$ cat config.mk
export PLATFORM = sky130hd
export DESIGN_NAME = tx_symbol_mapper
export DESIGN_NICKNAME = d
export VERILOG_FILES = /design/src/rtl/tx_symbol_mapper.sv
export SDC_FILE = /design/constraint.sdc
export NUM_CORES = 1
export LEC_CHECK = 0
export CELL_PAD_IN_SITES_DETAIL_PLACEMENT = 0
export CELL_PAD_IN_SITES_GLOBAL_PLACEMENT = 2
export CORE_MARGIN = 5
export CORE_UTILIZATION = 31
export DETAILED_ROUTE_END_ITERATION = 12
export PLACE_DENSITY_LB_ADDON = 0.25
export SYNTH_ARGS = -nofsm -noshare
export SYNTH_HDL_FRONTEND = slang
export SYNTH_SLANG_ARGS = --single-unit
$ cat constraint.sdc
create_clock -name clk -period 7.16 [get_ports clk]
set_input_delay 0.716 -clock clk [delete_from_list [all_inputs] [get_ports clk]]
set_output_delay 0.716 -clock clk [all_outputs]
set_load 0.02 [all_outputs]
$ cat src/rtl/tx_symbol_mapper.sv
// tx_symbol_mapper: buffers {b2,b1} words in a FIFO and maps them into two 16-QAM symbols plus a matrix index behind a registered valid/ready stage
module tx_symbol_mapper #(
  parameter int N = 32,
  parameter int Q = 22,
  parameter int DEPTH = 4,
  parameter int FRAME_LEN = 16
) (
  input  logic                     clk,
  input  logic                     rst,
  input  logic                     flush,
  input  logic                     in_valid,
  output logic                     in_ready,
  input  logic [11:0]              in_data,
  output logic                     out_valid,
  input  logic                     out_ready,
  output logic [N-1:0]             s_I_1,
  output logic [N-1:0]             s_Q_1,
  output logic [N-1:0]             s_I_2,
  output logic [N-1:0]             s_Q_2,
  output logic [2:0]               m_I_1,
  output logic [2:0]               m_Q_1,
  output logic [2:0]               m_I_2,
  output logic [2:0]               m_Q_2,
  output logic [4:0]               q_idx,
  output logic                     frame_start,
  output logic [$clog2(DEPTH):0]   fifo_level,
  output logic [15:0]              word_count
);
  localparam int AW = $clog2(DEPTH);
  localparam int LW = AW + 1;
  localparam int FW = FRAME_LEN > 1 ? $clog2(FRAME_LEN) : 1;
  localparam logic [N-1:0] ONE = N'(1) << Q;
  localparam logic [N-1:0] THREE = N'(3) << Q;
  function automatic logic [N-1:0] lvl(input logic [1:0] p);
    return p[1] ? (p[0] ? THREE : ONE) : (p[0] ? -ONE : -THREE);
  endfunction
  function automatic logic [2:0] idx(input logic [1:0] p);
    return {1'b0, p} + 3'd1;
  endfunction
  logic [11:0] mem_q [DEPTH];
  logic [11:0] mem_d [DEPTH];
  logic [AW-1:0] wr_q, wr_d, rd_q, rd_d;
  logic [LW-1:0] level_q, level_d;
  logic out_valid_q, out_valid_d;
  logic [4*N-1:0] s_q, s_d;
  logic [11:0] m_q, m_d;
  logic [4:0] qi_q, qi_d;
  logic [15:0] wc_q, wc_d;
  logic [FW-1:0] fc_q, fc_d;
  logic push, pop, xfer;
  logic [11:0] head;
  always_comb begin
    head = mem_q[rd_q];
    push = in_valid && in_ready && !flush;
    xfer = out_valid_q && out_ready;
    pop = level_q != '0 && (!out_valid_q || out_ready);
    mem_d = mem_q;
    mem_d[wr_q] = push ? in_data : mem_q[wr_q];
    wr_d = flush ? '0 : wr_q + AW'(push);
    rd_d = flush ? '0 : rd_q + AW'(pop);
    level_d = flush ? '0 : level_q + LW'(push) - LW'(pop);
    out_valid_d = !flush && (pop || (out_valid_q && !out_ready));
    s_d = pop ? {lvl(head[7:6]), lvl(head[5:4]), lvl(head[3:2]), lvl(head[1:0])} : s_q;
    m_d = pop ? {idx(head[7:6]), idx(head[5:4]), idx(head[3:2]), idx(head[1:0])} : m_q;
    qi_d = pop ? {1'b0, head[11:8]} : qi_q;
    wc_d = flush ? '0 : wc_q + 16'(xfer);
    fc_d = flush ? '0 : !xfer ? fc_q : fc_q == FW'(FRAME_LEN - 1) ? '0 : fc_q + FW'(1);
  end
  always_ff @(posedge clk or posedge rst) begin
    if (rst) begin
      mem_q <= '{default: '0};
      wr_q <= '0;
      rd_q <= '0;
      level_q <= '0;
      out_valid_q <= 1'b0;
      s_q <= '0;
      m_q <= '0;
      qi_q <= '0;
      wc_q <= '0;
      fc_q <= '0;
    end else begin
      mem_q <= mem_d;
      wr_q <= wr_d;
      rd_q <= rd_d;
      level_q <= level_d;
      out_valid_q <= out_valid_d;
      s_q <= s_d;
      m_q <= m_d;
      qi_q <= qi_d;
      wc_q <= wc_d;
      fc_q <= fc_d;
    end
  end
  assign in_ready = level_q != LW'(DEPTH);
  assign out_valid = out_valid_q;
  assign {s_I_1, s_Q_1, s_I_2, s_Q_2} = s_q;
  assign {m_I_1, m_Q_1, m_I_2, m_Q_2} = m_q;
  assign q_idx = qi_q;
  assign frame_start = out_valid_q && fc_q == '0;
  assign fifo_level = level_q;
  assign word_count = wc_q;
endmodule

# Word level (Yosys, flattened, before mapping)
# Cells that the tools add are included.
# totals
ff_bits,220
inputBits,17
elab_cells,75
output_inout_bits,167
# classes
n_mux,29
bitwise_logic,2
n_addsub,10
reduce_logical,16
n_lt_le_gt_ge,3
n_eq_ne,2
# op_table
op,count
two-way mux 24 bit,8
two-way mux 32 bit,4
two-way mux 12 bit,6
binary-select mux 12 bit (select 2 bit),2
bitwise mux 48 bit,1
demux 12 bit (select 2 bit),1
adder 16 x 1 -> 16 bit,1
two-way mux 16 bit,1
"adder 2 x 1 -> 3 bit, second input constant",4
two-way mux 4 bit,3
logical AND 1 bit,8
">= comparator 3 bit, second input constant",2
NOT 2 -> 3 bit,2
adder 2 x 1 -> 2 bit,2
"adder 4 x 1 -> 4 bit, second input constant",1
"equality test 4 bit, second input constant",1
zero test 4 bit,1
two-way mux 2 bit,2
adder 3 x 1 -> 3 bit,1
zero test 1 bit,3
"< comparator 3 x 1 -> 1 bit, second input constant",1
two-way mux 3 bit,1
"inequality test 3 bit, second input constant",1
nonzero test 3 bit,1
other kinds (3),4

# Logic depth before layout (Yosys ltp)
# Gate-level depths: netlist of the first run.
# logic_depth
word_depth,6
ltp_mapped,13
ltp_nobuf,10

# Worst setup path before layout of the first run
# No wires, ideal clock.
# synth_path
kind,flip-flop to flip-flop
from,reg level_q[1] (netlist: fifo_level[1])
to,reg level_q[2] (netlist: fifo_level[2])
required_time_ns,7.074
setup_slack_ns,4.356
n_path_buf,3
stages_incl_launch_ff,14
arrival_time_ns,2.718
setup_time_ns,0.086
period_less_slack_ns,2.804
path_cell_list,dfrtp_1 or3_1 buf_2 and2_4 buf_6 buf_4 ha_1 inv_1 ha_1 inv_1 fa_1 xor2_1 and2_1 nor3_1
# synth_via
word_cells_on_any_way,8
cone_classes,add/sub (2); eq/ne (1); mux (1); reduce/logical (4)
# synth_lines
element,line_no,rtl
start: declaration,43,"logic [LW-1:0] level_q, level_d;"
start signal: assignment,85,level_q <= level_d;
nonzero test 3 bit,56,pop = level_q != '0 && (!out_valid_q || out_ready);
logical AND 1 bit,56,
net pop,50,"logic push, pop, xfer;"
subtractor 3 x 1 -> 3 bit,61,level_d = flush ? '0 : level_q + LW'(push) - LW'(pop);
two-way mux 3 bit,61,
net level_d[2],43,
# The timed path passes the listed nets, and every way through them passes these cells.
# A chain may end at the register's enable or synchronous reset.

# Worst setup path after layout of the first run
# layout_path
from,in out_ready
to,reg level_q[2] (netlist: fifo_level[2])
# layout_via
elab_chain_cells,4
# layout_rtl
element,line_no,rtl
start: declaration,15,"input logic out_ready,"
logical OR 1 bit,56,
logical AND 1 bit,56,
subtractor 3 x 1 -> 3 bit,61,
two-way mux 3 bit,61,
net level_d[2],43,
# The timed path passes the listed nets, and every way through them passes these cells.

==> results of run 1 <==
-- logic make-up after synthesis --
logic type / count (synthesis) / share of synthesized area (%)
buf+inv: 145 / 18.9
fa+ha+maj: 13 / 3.12
compound gates: 35 / 3.48
mux: 81 / 19.9
xor+xnor: 7 / 1.12
simple gates: 71 / 7.17
other cells: 1 / 0.0687
flops: 101 / 46.3
-- power by group through the flow --
stage	Combinational (mW)	Sequential, mW	Clock [mW]
floorplan	0.804	0.936	0
global placement	1.10	0.897	0
detailed placement	1.12	0.909	0
CTS	1.12	0.899	0.473
global route	1.19	0.925	0.496
finish	1.10	0.892	0.457
-- flip-flops by register name (all words and copies together) (netlist names) --
name,count
mem_q,48
word_count,16
m_q,12
s_q,9
fc_q,4
q_idx,4
fifo_level,3
rd_q,2
wr_q,2
out_valid,1
-- synthesized netlist by cell type, drive strengths merged (4+ instances only) --
master	instances
a21oi	27
nand3	9
dfrtp	101
nand2	10
or4	6
nor2	13
nor2b	10
mux4	12
inv	10
xor2	4
mux2	69
nor4	5
ha	12
buf	132
o31ai	4
-- layout by cell type (no fill, tap or decap), types with 2 or more instances in the layout --
cell and count:
a21oi_1 27, buf_4 5, clkbuf_16 9, clkdlybuf4s50_1 94, clkinvlp_4 3, conb_1 89, dfrtp_1 101, ha_1 12
inv_1 9, mux2_2 59, mux2_4 10, mux4_2 12, nand2_1 10, nand2b_1 2, nand3_1 9, nand4_1 3
nor2_1 13, nor2b_1 10, nor3_1 2, nor4_1 5, nor4b_2 2, o21ai_0 3, o31ai_1 4, or2_2 2
or3_1 3, or4_1 5, xnor2_1 3, xor2_1 4
-- through the flow --
step                      utilization, %  cells
after floorplan                        -    542
after global placement              35.1    731
after detailed placement            35.1    731
after CTS                           36.7    747
after global routing                36.7    747
final                               36.7    747
-- critical path, stage by stage --
cell             delay [ns]
clkdlybuf4s50_1        0.54
nand2b_1               0.37
and2_4                 0.49
ha_1                   0.30
inv_1                  0.05
ha_1                   0.12
inv_1                  0.04
fa_1                   0.37
xor2_1                 0.16
and2_1                 0.16
nor3_1                 0.13
-- how the worst max path moves through the flow --
stage	slack (ns)	endpoint	start
floorplan	3.80	fc_q[0]	rst
global placement	3.64	fifo_level[2]	out_ready
detailed placement	3.60	fifo_level[2]	out_ready
CTS	3.94	fifo_level[2]	out_ready
global route	3.80	fifo_level[2]	out_ready
finish	3.96	fifo_level[2]	out_ready
-- area by class of cell --
class	instances	area share [%]
clock buffer	10	3.60
clock inverter	6	0.748
inverter	10	0.630
multi-input combinational	296	35.4
sequential	101	39.8
tap	225	4.43
timing repair buffer	99	15.4
-- routing by layer --
layer	wire length [µm]	share of wire, %	vias up
met5	0	0	-
met4	176	1.6	0
met3	812	7.5	12
met2	5130	47	127
met1	4770	44	1547
li1	-	-	1474
==> impl_metrics.py, run 1 <==
metrics = {
    "outcome": {
        "outcome": "complete, no violations",
    },
    "die": {
        "die_area_um2": 20400,
        "die_w_um": 143,
        "die_h_um": 143,
        "ios": 184,
        "core_region_area_um2": 17300,
        "rows": 48,
        "initial_core_util_pct": 31.6,
    },
    "power_and_ir_drop": {
        "p_per_area_nw_per_um2": 386,
        "p_clk_share_pct": 18.6,
        "pwr-share-seq_pct": 36.4,
        "switching_power_mw": 0.879,
        "swShare_pct": 35.8,
        "power_frac_comb_pct": 45.0,
        "internal_power_mw": 1.57,
        "power_mw": 2.45,
        "p_leak_nw": 2.81,
        "vdd_drop_max_uv": 160,
    },
    "clock_tree": {
        "holdBufCountCts": 0,
        "numClockSinks": 101,
        "clock_latency_ns": 0.34,
        "htreeDepth": 3,
        "cts_tree": "yes",
        "root_buffer": "clkbuf_16",
        "clk_pin_slew_ns": 0.07,
        "post_cts_buffers": 0,
        "clockBufferDepth": 2,
        "cts.repair.resized": 0,
        "cts_made_buffers": 9,
    },
    "timing": {
        "setup_tns_ns": 0,
        "fin_crit_ns": 3.20,
        "hold_violations": 0,
        "fmax_mhz": 312,
        "hold-worst-slack_ns": 0.503,
        "worst_pin_slew_ns": 0.879,
        "relSlewSlack_pct": 41.4,
        "finalClockSkew_ns": 0.00465,
        "post-route-period-util_pct": 44.8,
        "finalWorstSetupSlack_ns": 3.96,
        "final_max_slew_viol_count": 0,
        "rsz0062_at_grt": "no",
        "setup_viol": 0,
    },
    "yosys": {
        "ys_types": 35,
        "synth_edf_count": 0,
        "yosys.area.top_type_share_pct": 46.3,
        "ys_ff_latch": 101,
        "syn-instance-count": 454,
        "synth_area_per_cell_um2": 12.0,
        "ys.flop_type": "dfrtp_1",
        "yosysTopAreaCell": "dfrtp_1",
        "synth_warnings": 0,
        "seq_area_frac_synth_pct": 46.3,
        "synthArstFlopShare_pct": 100,
        "yosys-top-cells-area": "dfrtp_1, buf_4, mux2_2",
        "syn-cell-area_um2": 5460,
    },
    "grt": {
        "use_met3_pct": 2.24,
        "top_usage_layer": "met2",
        "grt_util_met1_pct": 14.2,
        "antenna_found_initial": 0,
        "overflow": 0,
        "grt_pass1_wl_um": 17100,
        "grt_start_max_net_pins": 69,
        "use_met2_pct": 17.1,
        "first_global_vias": 3154,
        "grt_use_total_pct": 10.6,
    },
    "worst_setup_path": {
        "critPathLaunchType": "input port",
        "cp.arrival_ns": 3.46,
        "crit_path_end_kind": "register",
        "rr_endpoint": "fifo_level[2]",
        "rrSetupSlack_ns": 4.35,
        "crit_type": "in -> reg",
        "cp.required_ns": 7.42,
        "worstPathMaxFanout": 27,
        "reg2reg_from": "fifo_level[1]",
        "reg2regPathDepth": 10,
    },
    "cells_and_area": {
        "finalInstanceArea_um2": 6350,
        "area_growth_syn_to_layout_pct": 16.4,
        "n_fill_cell": 1701,
        "layout-drive-gt1-share_pct": 20.9,
        "final_nets": 547,
        "antenna_cells": 0,
        "seq_area_um2": 2530,
        "multi_input_area_um2": 2250,
    },
    "hold_path": {
        "worstHoldEndpoint": "mem_q[12]",
        "min_path_type": "reg -> reg",
        "hp-start": "mem_q[12]",
        "holdPathStages": 1,
    },
    "place": {
        "dpl_cell_area_um2": 6080,
        "dp.final_hpwl_um": 7750,
        "place_congestion": 0.671,
        "io_buffers": 94,
        "dp_slack_ns": 3.60,
    },
    "routing": {
        "final_antenna_net_count": 0,
        "wirelength_um": 10900,
        "drtIter0Drc": 98,
        "vias": 3160,
        "viasPerCell": 4.23,
        "drc": 0,
        "post_drt_wl_per_cell_um": 14.6,
        "dr.pass1.iters": 4,
    },
    "flow_run": {
        "drv_cap": 0,
    },
}
Note: power is estimated with default switching activity, not from simulation.
==> run 2, diff against run 1 <==
- CORE_UTILIZATION: 31 -> 26
- clock period: 7.16 -> 2.8 ns (I/O delays scaled with it)
==> run 2 against run 1 <==
  * Highest routed layer is now met5
  * Total power increased to 2.6 times the previous value
  * Combinational power increased to 2.7 times the previous value
  * Sequential share of layout area fell by 1.1 points
  * Die area increased by 18%
  * Critical path depth shrank 1
  * Final cell count grew 7.9%
  * Worst hold slack worse by 0.10 ns
==> impl_metrics.py, run 2 (same netlist as run 1, synthesis figures left out) <==
metrics = {
    "power_and_ir_drop": {
        "power_frac_comb_pct": 45.8,
        "internal_power_mw": 4.20,
        "pwr-share-seq_pct": 34.3,
        "vdd_drop_max_uv": 294,
        "swShare_pct": 35.1,
        "power_mw": 6.48,
        "switching_power_mw": 2.27,
        "p_per_area_nw_per_um2": 990,
        "p_clk_share_pct": 19.8,
        "p_leak_nw": 2.88,
    },
    "place": {
        "dp.final_hpwl_um": 8520,
        "place_congestion": 0.677,
        "io_buffers": 94,
    },
    "timing": {
        "worst_pin_slew_ns": 0.714,
        "rsz0062_at_grt": "no",
        "fmax_mhz": 418,
        "finalClockSkew_ns": 0.00823,
        "setup_viol": 0,
        "setup_tns_ns": 0,
        "relSlewSlack_pct": 52.3,
        "post-route-period-util_pct": 85.4,
        "final_max_slew_viol_count": 0,
        "fin_crit_ns": 2.39,
        "hold-worst-slack_ns": 0.399,
        "hold_violations": 0,
    },
    "worst_setup_path": {
        "critPathLaunchType": "register",
        "cp.required_ns": 3.06,
        "cp.arrival_ns": 2.65,
        "worstPathMaxFanout": 6,
        "crit_path_end_kind": "register",
        "crit_type": "reg -> reg",
    },
    "cells_and_area": {
        "final_common_cell": "dfrtp_1",
        "finish.utilization_pct": 31.4,
        "final_nets": 556,
        "largest_register_ffs": 48,
        "antenna_cells": 0,
        "area_growth_syn_to_layout_pct": 19.9,
        "layout-drive-gt1-share_pct": 22.4,
        "top_register": "mem_q",
        "mostFrequentLayoutCells": "dfrtp_1, clkdlybuf4s50_1, conb_1",
    },
    "die": {
        "die_w_um": 155,
        "initial_core_util_pct": 26.2,
        "die_h_um": 155,
        "core_region_area_um2": 20800,
        "rows": 53,
        "ios": 184,
        "die_area_um2": 24000,
    },
    "routing": {
        "viasPerCell": 4.05,
        "vias": 3268,
        "drtIter0Drc": 136,
        "drc": 0,
        "wirelength_um": 11600,
        "post_drt_wl_per_cell_um": 14.4,
        "final_antenna_net_count": 0,
        "dr.pass1.iters": 5,
    },
    "clock_tree": {
        "numClockSinks": 101,
        "clockBufferDepth": 2,
        "holdBufCountCts": 0,
        "clk_pin_slew_ns": 0.07,
        "root_buffer": "clkbuf_16",
        "clock_latency_ns": 0.34,
        "cts_tree": "yes",
        "htreeDepth": 3,
        "cts_made_buffers": 9,
        "cts.repair.resized": 0,
        "post_cts_buffers": 0,
    },
    "hold_path": {
        "min_path_type": "in -> async",
    },
    "grt": {
        "grt_pass1_wl_um": 18200,
        "overflow": 0,
        "grt_start_max_net_pins": 39,
        "grt_use_total_pct": 9.62,
        "antenna_found_initial": 1,
        "first_global_vias": 3212,
    },
    "flow_run": {
        "drv_cap": 0,
    },
    "outcome": {
        "outcome": "complete, no violations",
    },
}
## run 2: power by group through the flow
stage | combinational (mW) | sequential (mW) | clock (mW)
after detailed placement | 3.03 | 2.27 | 0
after global routing | 3.21 | 2.30 | 1.41
after CTS | 3.03 | 2.24 | 1.35
after floorplan | 2.06 | 2.39 | 0
after global placement | 2.99 | 2.23 | 0
final | 2.97 | 2.22 | 1.28
## run 2: cell type report
cell class | instances | area, µm²
clock buffers | 11 | 243
clock inverters | 5 | 66.3
fillers | 2097 | 14300
inverters | 10 | 41.3
multi-input cells | 296 | 2250
flip-flops and latches | 101 | 2530
well taps | 275 | 344
repair buffers | 108 | 1070
## run 2: per-stage QoR
stage | area [µm²] | instances | setup WS (ns)
4_1_cts | 6540 | 806 | 0.379
2_1_floorplan | 5790 | 542 | 0.0318
3_5_place_dp | 6230 | 790 | 0.181
3_3_place_gp | 6230 | 790 | 0.235
6_report | 6540 | 806 | 0.410
5_1_grt | 6540 | 806 | 0.207
## run 2: routing by layer
metal	global-route usage (%)	routed length [µm]	vias to the layer above
li1	-	-	1496
met2	15.9	5590	133
met1	12.0	5000	1623
met4	4.25	212	2
met5	0	13	-
met3	2.23	759	14
## run 2: worst paths after layout
check                                     end           from  cells past startpoint  slack [ns]
min in group clk                    mem_q[45]      mem_q[45]                      1        0.51
worst max register to register  fifo_level[2]  fifo_level[1]                     10        0.41
max in group asynchronous             wr_q[0]            rst                      3        1.76
worst min-delay path            word_count[2]            rst                      2        0.40
worst max-delay path            fifo_level[2]  fifo_level[1]                     10        0.41
worst min register to register      mem_q[45]      mem_q[45]                      1        0.51
## run 2: critical path, cell delays in order, from the launching register on
cell	delay, ns
dfrtp_2	0.44
or3_1	0.40
and2_4	0.15
ha_1	0.28
inv_1	0.05
ha_1	0.13
inv_1	0.05
fa_1	0.37
xor2_1	0.16
and2_1	0.15
nor3_1	0.12
==> run 3, diff against run 2 <==
- SLEW_MARGIN: unset -> 20
==> results of run 3 <==
Same layout as run 2: the final DEF is identical, and so are final timing and power.
